File: config.mk
export PLATFORM = sky130hd
export DESIGN_NAME = fluxo_dados_drone
export DESIGN_NICKNAME = d
export VERILOG_FILES = /design/src/rtl/fluxo_dados_drone.sv
export SDC_FILE = /design/constraint.sdc
export NUM_CORES = 1
export LEC_CHECK = 0
export ABC_AREA = 1
export ABC_CLOCK_PERIOD_IN_PS = 2000
export CORE_MARGIN = 4
export CORE_UTILIZATION = 57
export CTS_BUF_LIST = sky130_fd_sc_hd__clkbuf_4 sky130_fd_sc_hd__clkbuf_8 sky130_fd_sc_hd__clkbuf_16
export CTS_CLUSTER_SIZE = 14
export DETAILED_ROUTE_END_ITERATION = 12
export PLACE_DENSITY_LB_ADDON = 0.05
export SLEW_MARGIN = 20
export SYNTH_ARGS = -nofsm -noshare
export SYNTH_HDL_FRONTEND = slang
export SYNTH_SLANG_ARGS = --single-unit
export TNS_END_PERCENT = 50
File: constraint.sdc
create_clock -name clock -period 2 [get_ports clock]
set_input_delay 0.3 -clock clock [delete_from_list [all_inputs] [get_ports clock]]
set_output_delay 0.3 -clock clock [all_outputs]
set_load 0.03 [all_outputs]
File: src/rtl/fluxo_dados_drone.sv
// fluxo_dados_drone - datapath for the drone game control unit.
// Holds the step timer, map scroll position, drone lane, obstacle ROM and
// collision check. Also synchronises and edge-detects the up/down buttons.
//
// Ports:
//   clock, reset        system clock, asynchronous active-high reset
//   zeraPosicoes        clear map position, force lane to 1
//   contaT, zeraT       step timer count enable / synchronous clear
//   desloca             advance map position (saturating at MAP_LEN-1)
//   botao_cima/baixo    raw asynchronous button levels
//   fim_espera          timer at terminal count (combinational)
//   fim_mapa            position at last column (combinational)
//   colisao             obstacle at (position, lane) (combinational)
//   db_posicao/linha/obstaculos   debug views of position, lane, column mask
//
// Latency: strobes take effect at the next edge; a button level rising before
// edge k moves the lane at edge k+3. Status outputs are combinational from state.
// No backpressure: control strobes are trusted and applied as given.

module fluxo_dados_drone #(
    parameter int T_ESPERA = 25000000,
    parameter int MAP_LEN  = 16
) (
    input  logic       clock,
    input  logic       reset,
    input  logic       zeraPosicoes,
    input  logic       contaT,
    input  logic       zeraT,
    input  logic       desloca,
    input  logic       botao_cima,
    input  logic       botao_baixo,
    output logic       fim_espera,
    output logic       fim_mapa,
    output logic       colisao,
    output logic [3:0] db_posicao,
    output logic [1:0] db_linha,
    output logic [3:0] db_obstaculos
);

    localparam logic [25:0] TIMER_MAX = 26'(T_ESPERA - 1);
    localparam logic [3:0]  POS_MAX   = 4'(MAP_LEN - 1);

    logic [25:0] r_timer;
    logic [3:0]  r_posicao;
    logic [1:0]  r_linha;

    // Button path: two-flop synchroniser, previous-value register, and a
    // registered press pulse (the pulse register gives the k+3 move latency).
    logic r_cima_s1, r_cima_s2, r_cima_prev, r_cima_press;
    logic r_baixo_s1, r_baixo_s2, r_baixo_prev, r_baixo_press;

    logic [3:0] w_obstaculos;
    logic       w_sobe;
    logic       w_desce;

    // ---------------------------------------------------------------- timer
    always_ff @(posedge clock or posedge reset) begin
        if (reset) begin
            r_timer <= '0;
        end else if (zeraT) begin
            r_timer <= '0;
        end else if (contaT) begin
            if (r_timer == TIMER_MAX) begin
                r_timer <= '0;
            end else begin
                r_timer <= r_timer + 26'd1;
            end
        end
    end

    assign fim_espera = (r_timer == TIMER_MAX);

    // ------------------------------------------------------------- position
    always_ff @(posedge clock or posedge reset) begin
        if (reset) begin
            r_posicao <= '0;
        end else if (zeraPosicoes) begin
            r_posicao <= '0;
        end else if (desloca && (r_posicao != POS_MAX)) begin
            r_posicao <= r_posicao + 4'd1;
        end
    end

    assign fim_mapa = (r_posicao == POS_MAX);

    // -------------------------------------------------------------- buttons
    always_ff @(posedge clock or posedge reset) begin
        if (reset) begin
            r_cima_s1     <= 1'b0;
            r_cima_s2     <= 1'b0;
            r_cima_prev   <= 1'b0;
            r_cima_press  <= 1'b0;
            r_baixo_s1    <= 1'b0;
            r_baixo_s2    <= 1'b0;
            r_baixo_prev  <= 1'b0;
            r_baixo_press <= 1'b0;
        end else begin
            r_cima_s1     <= botao_cima;
            r_cima_s2     <= r_cima_s1;
            r_cima_prev   <= r_cima_s2;
            r_cima_press  <= r_cima_s2 & ~r_cima_prev;
            r_baixo_s1    <= botao_baixo;
            r_baixo_s2    <= r_baixo_s1;
            r_baixo_prev  <= r_baixo_s2;
            r_baixo_press <= r_baixo_s2 & ~r_baixo_prev;
        end
    end

    // Presses in the same cycle cancel each other.
    assign w_sobe  = r_cima_press & ~r_baixo_press;
    assign w_desce = r_baixo_press & ~r_cima_press;

    // ----------------------------------------------------------------- lane
    always_ff @(posedge clock or posedge reset) begin
        if (reset) begin
            r_linha <= 2'd1;
        end else if (zeraPosicoes) begin
            r_linha <= 2'd1;
        end else if (w_sobe && (r_linha != 2'd3)) begin
            r_linha <= r_linha + 2'd1;
        end else if (w_desce && (r_linha != 2'd0)) begin
            r_linha <= r_linha - 2'd1;
        end
    end

    // ---------------------------------------------------------- obstacle ROM
    // Bit i of a column mask set means lane i is blocked.
    always_comb begin
        w_obstaculos = 4'h0;
        case (r_posicao)
            4'd0:  w_obstaculos = 4'h0;
            4'd1:  w_obstaculos = 4'h0;
            4'd2:  w_obstaculos = 4'h1;
            4'd3:  w_obstaculos = 4'h8;
            4'd4:  w_obstaculos = 4'h2;
            4'd5:  w_obstaculos = 4'h4;
            4'd6:  w_obstaculos = 4'h9;
            4'd7:  w_obstaculos = 4'h0;
            4'd8:  w_obstaculos = 4'h6;
            4'd9:  w_obstaculos = 4'h1;
            4'd10: w_obstaculos = 4'hC;
            4'd11: w_obstaculos = 4'h2;
            4'd12: w_obstaculos = 4'h5;
            4'd13: w_obstaculos = 4'h8;
            4'd14: w_obstaculos = 4'h3;
            4'd15: w_obstaculos = 4'h0;
            default: w_obstaculos = 4'h0;
        endcase
    end

    assign colisao       = w_obstaculos[r_linha];
    assign db_obstaculos = w_obstaculos;
    assign db_posicao    = r_posicao;
    assign db_linha      = r_linha;

endmodule
Word-level counts from Yosys, hierarchy flattened
Memory sizes are Yosys's and may differ from the RTL's.
Index checks and enable logic that the tools add are counted.
{ "op_classes": {"add_sub_neg": 4, "order_cmp": 1, "n_eq_ne": 4, "n_mux": 10, "n_bitwise": 8, "n_reduce_logical": 7} }
{ "ops": {"columns": ["cell", "count"], "rows": [
  ["26-bit 2-to-1 mux", 3],
  ["26-bit by 1-bit adder with 26-bit output (second input constant)", 1],
  ["26-bit by 25-bit == test with 1-bit output (second input constant)", 1],
  ["4-bit 2-to-1 mux", 2],
  ["2-bit 2-to-1 mux", 3],
  ["2-bit nonzero test", 3],
  ["4-bit by 1-bit adder with 4-bit output (second input constant)", 1],
  ["1-bit bitwise AND", 4],
  ["4-bit == test (second input constant)", 1],
  ["4-bit inequality test (second input constant)", 1],
  ["1-bit inverter", 4],
  ["1-bit logical AND", 3],
  ["2-bit by 3-bit < comparator with 1-bit output (second input constant)", 1],
  ["3-bit nonzero test", 1],
  ["2-bit by 1-bit adder with 2-bit output (second input constant)", 1],
  ["1-bit binary-select mux with 2-bit select", 1],
  ["2-bit inequality test (second input constant)", 1],
  ["2-bit by 1-bit subtractor with 2-bit output (second input constant)", 1],
  ["1-bit 2-to-1 mux", 1]
]} }
{ "totals": {"register_bits": 40, "romBits": 64, "input_bits": 8, "output_inout_bits": 13, "word_cells": 46, "memories": 1} }
{ "memory_table": {"columns": ["memory", "words", "word_bits", "rd", "rd_clocked_by_memory_dff", "wr", "line_no", "source"], "rows": [
  ["(no name shown)", 16, 4, 1, 0, 0, "130", "case (r_posicao)"]
]} }

Logic depth before layout (Yosys ltp)
{ "depth": {"depth_word": 6, "mapped_depth": 11, "mapped_depth_nobuf": 10} }

Worst setup path after synthesis
No wires, ideal clock.
{ "synth_path": {"kind": "flip-flop to output port", "start": "register r_posicao[0], in the netlist db_posicao[0]", "end": "output port colisao", "t_arrival_ns": 2.063, "t_required_ns": 1.700, "setup_slack_ns": -0.363, "path_stages_with_launch": 7, "path_buffers": 0, "cell_sequence": "dfrtp_1 -> inv_1 -> ha_1 -> nand2_1 -> o21ai_0 -> nand3_1 -> nand4_1"} }
{ "synth_between": {"elab_chain_cells": 3} }
{ "synth_lines": {"columns": ["item", "line_no", "source"], "rows": [
  ["start, declared", "44", "logic [3:0] r_posicao;"],
  ["start signal, assigned", "80", "r_posicao <= r_posicao + 4'd1;"],
  ["memory 16 x 4 bit", null, null],
  ["net db_obstaculos[1]", "37", "output logic [3:0] db_obstaculos"],
  ["1-bit binary-select mux with 2-bit select", "151", "assign colisao = w_obstaculos[r_linha];"],
  ["1-bit 2-to-1 mux (implied by the code)", "151", null],
  ["end, declared", "34", "output logic colisao,"]
]} }
The timed path passes the listed nets, and every way through them passes these cells. The select of a mux whose other input is x is not followed.

Final worst setup path
{ "layout_path": {"start": "register r_posicao[1], in the netlist db_posicao[1]", "end": "output port colisao"} }
{ "layout_between": {"elab_chain_cells": 3} }
{ "layout_lines": {"columns": ["item", "line_no"], "rows": [
  ["memory 16 x 4 bit", null],
  ["1-bit binary-select mux with 2-bit select", "151"],
  ["1-bit 2-to-1 mux (implied by the code)", "151"]
]} }
Every way passes these cells. The select of a mux whose other input is x is not followed.

==> summary.json <==
{
  "result_of_the_run": "finished clean",
  "clk_latency_ps": 290,
  "netlist_instances": 321,
  "antenna_cells": 0,
  "final_net_count": 366,
  "synth-seq-cells": 40,
  "worstSetupStartpoint": "db_posicao[1]",
  "max_freq_ghz": 0.506,
  "timing.critical_path.to_type": "output pin",
  "start_util_pct": 59.5,
  "worst_reg2reg_path_endpoint": "r_timer[18]",
  "globalRouteOverflowTotal": 0,
  "cts_htree_levels": 2,
  "ctsHoldBuffers": 0,
  "synth.most_common_cell": "sky130_fd_sc_hd__nand2_1",
  "routed_via_density": 5.20,
  "dp_slack_ps": 195,
  "floorplan.die.width_um": 72.9,
  "synth_area_leader_cell": "sky130_fd_sc_hd__dfrtp_1",
  "worstMarginPinSlew_ps": 309,
  "layout.cell_area.non_filler_um2": 2910,
  "cell_types_with_the_largest_area_share_after_synthesis": "sky130_fd_sc_hd__dfrtp_1 41%, sky130_fd_sc_hd__nand2_1 14%, sky130_fd_sc_hd__inv_1 6.7%",
  "grt_util_overall_pct": 20.5,
  "cts_made_buffers": 5,
  "type_of_the_setup_path_with_the_least_slack": "reg2out",
  "power_density_of_the_placed_cells_nw_per_um2": 610,
  "slew_headroom_pct": 79.3,
  "portion_of_total_power_attributed_to_sequential_cells_pct": 48.3,
  "cp-start-kind": "flip-flop",
  "fillers": 323,
  "worst_slack_ps": 24.7,
  "io_pins": 21,
  "grt_pass1_wl_um": 8660,
  "via_count_of_the_first_global_routing_pass": 1980,
  "post_route_cells_drive_above_1_share_pct": 20.6,
  "reg2reg_from": "r_timer[0]",
  "dpl.hpwl_um": 3630,
  "share_of_the_synthesized_area_in_the_top_cell_type_pct": 40.7,
  "period_needed_ps": 1980,
  "regToRegSetupSlack_ps": 410,
  "global_placer_s_final_weighted_congestion": 0.911,
  "maxSlewViolCount": 0,
  "worstHoldPathType": "in2async",
  "final-hold-violation-count": 0,
  "die_area_um2": 5310,
  "synth-main-ff-cell": "sky130_fd_sc_hd__dfrtp_1",
  "post_route_non_filler_standard_cell_count": 404,
  "synth-seq-area-share_pct": 41.8,
  "fp.dieH_um": 72.9,
  "clk_root_buffer_cell": "sky130_fd_sc_hd__clkbuf_8",
  "number_of_warning_messages_in_the_yosys_log": 0,
  "power.switching_fraction_pct": 26.1,
  "routedWlPerCell_um": 12.3,
  "p_int_mw": 1.31,
  "cp.arrival_ps": 1680,
  "first_pass_iters": 4,
  "std_cell_rows": 23,
  "tns_ps": 0,
  "reg2reg_depth": 10,
  "fin_util_pct": 72.2,
  "portBuffers": 20,
  "clock_skew_ps": 4.70,
  "final.hold.worst_slack_ps": 355,
  "cts_tree": "yes",
  "final_antenna_net_count": 0,
  "drt-total-wl_um": 4970,
  "placedCellCount": 391,
  "placed_area_um2": 2670,
  "maxCapViolations": 0,
  "critical_path_required_ps": 1700,
  "detailroute.via_count": 2100,
  "cts-root-to-sink-buffers": 2,
  "synthArstFlopShare_pct": 100,
  "clkSinkCount": 40,
  "placeableCoreArea_um2": 4030,
  "clock_slew_at_reported_path_ffs_ps": 80,
  "clockPowerShare_pct": 37.7,
  "syn-cell-area_um2": 2400,
  "synth_edf_count": 0,
  "syn2layout_area_growth_pct": 21.2,
  "layout_worst_path_cycle_share_pct": 98.8,
  "pwr-share-comb_pct": 14.1,
  "drt_iter0_markers": 152,
  "critical_path.max_fanout": 3,
  "rsz0062_at_grt": "true",
  "drc_errors": 0,
  "report.power.total_mw": 1.77,
  "switchingPower_uw": 462,
  "setup_viol": 0,
  "syn_area_per_cell_um2": 7.47,
  "worst_ir_drop_vdd_mv": 0.546,
  "mappedNetlistNets": 334,
  "cellLeakagePower_nw": 1.33,
  "yosys-top-cells-count": "92 x sky130_fd_sc_hd__nand2_1, 43 x sky130_fd_sc_hd__inv_1, 39 x sky130_fd_sc_hd__dfrtp_1, 39 x sky130_fd_sc_hd__nor2_1, 18 x sky130_fd_sc_hd__nor2_2",
  "synth.lib_cells_used.distinct": 34,
  "initial_antenna_violation_count": 0,
  "grt_start_max_net_pins": 41
}
## worst max-delay path by stage
| stage | to | cells past startpoint |
|---|---|---|
| after floorplan | colisao | 6 |
| after global placement | fim_mapa | 4 |
| after detailed placement | colisao | 8 |
| after CTS | colisao | 8 |
| after global routing | colisao | 7 |
| final | colisao | 7 |
## power by group through the flow
stage	registers [mW]	clock network, mW	logic [mW]
2_1_floorplan	0.892	0	0.119
3_3_place_gp	0.870	0	0.211
3_5_place_dp	0.871	0	0.214
4_1_cts	0.856	0.690	0.218
5_1_grt	0.860	0.724	0.274
6_report	0.856	0.668	0.249
## sequential cells by signal, summed over array words and instances, names as in the netlist
signal         cells
r_cima_s1          1
r_baixo_s1         1
r_timer           26
r_cima_s2          1
r_baixo_prev       1
r_cima_prev        1
r_baixo_s2         1
r_baixo_press      1
db_linha           2
db_posicao         4
r_cima_press       1
## routing by layer
metal	GRT usage, %	vias to the layer above	routed length (µm)
met5	0	-	0
met4	4.51	0	53
met3	4.96	6	288
met2	33.5	53	2420
met1	27.8	974	2210
li1	-	1067	-
## layout make-up
type	count	area, µm²	area share, %
Clock buffer	5	68.8	2.37
Clock inverter	3	46.3	1.59
Inverter	45	176	6.07
Multi-Input combinational cell	234	1290	44.4
Sequential cell	40	1010	34.6
Tap cell	50	62.6	2.15
Timing Repair Buffer	27	256	8.82
## worst max-delay path, stage by stage, from the launching register on
cell	delay [ps]
sky130_fd_sc_hd__dfrtp_2	420
sky130_fd_sc_hd__inv_2	100
sky130_fd_sc_hd__ha_2	200
sky130_fd_sc_hd__nand2_1	110
sky130_fd_sc_hd__a31oi_4	220
sky130_fd_sc_hd__nand3_1	90
sky130_fd_sc_hd__nand4_1	100
sky130_fd_sc_hd__buf_6	140
## cell families (layout without fill, tap and decap cells)
family | after synthesis | after routing | share of synthesized area, %
compound gates | 21 | 21 | 5.06
buf+inv | 47 | 80 | 8.29
flops | 40 | 40 | 41.8
simple gates | 196 | 196 | 37.9
fa+ha+maj | 5 | 5 | 2.61
xor+xnor | 12 | 12 | 4.38
## timing repair
action,4_1_cts,5_1_grt
setup endpoints to repair,2,2
pin swaps,0,5
resized for setup,7,17
buffers inserted,0,5
## cells in the final DEF (no fill, tap or decap), types with 2 or more instances in the layout
cell type / count
sky130_fd_sc_hd__nor3_1: 6
sky130_fd_sc_hd__nand2_2: 4
sky130_fd_sc_hd__inv_1: 40
sky130_fd_sc_hd__nand3_1: 17
sky130_fd_sc_hd__clkbuf_8: 5
sky130_fd_sc_hd__nand2_1: 89
sky130_fd_sc_hd__o21ai_2: 2
sky130_fd_sc_hd__xor2_1: 7
sky130_fd_sc_hd__xnor2_1: 5
sky130_fd_sc_hd__inv_2: 3
sky130_fd_sc_hd__o21ai_0: 6
sky130_fd_sc_hd__nor2_1: 39
sky130_fd_sc_hd__ha_2: 2
sky130_fd_sc_hd__buf_4: 10
sky130_fd_sc_hd__clkdlybuf4s50_1: 13
sky130_fd_sc_hd__nor2_2: 17
sky130_fd_sc_hd__nand4_1: 7
sky130_fd_sc_hd__dfrtp_2: 3
sky130_fd_sc_hd__dfrtp_1: 36
sky130_fd_sc_hd__ha_4: 3
sky130_fd_sc_hd__nor2_4: 4
sky130_fd_sc_hd__nand3_2: 3
sky130_fd_sc_hd__a21oi_1: 5
sky130_fd_sc_hd__nand2_4: 3
sky130_fd_sc_hd__nand3b_1: 3
sky130_fd_sc_hd__buf_6: 2
No activity file was read; power rests on OpenSTA's default activity.
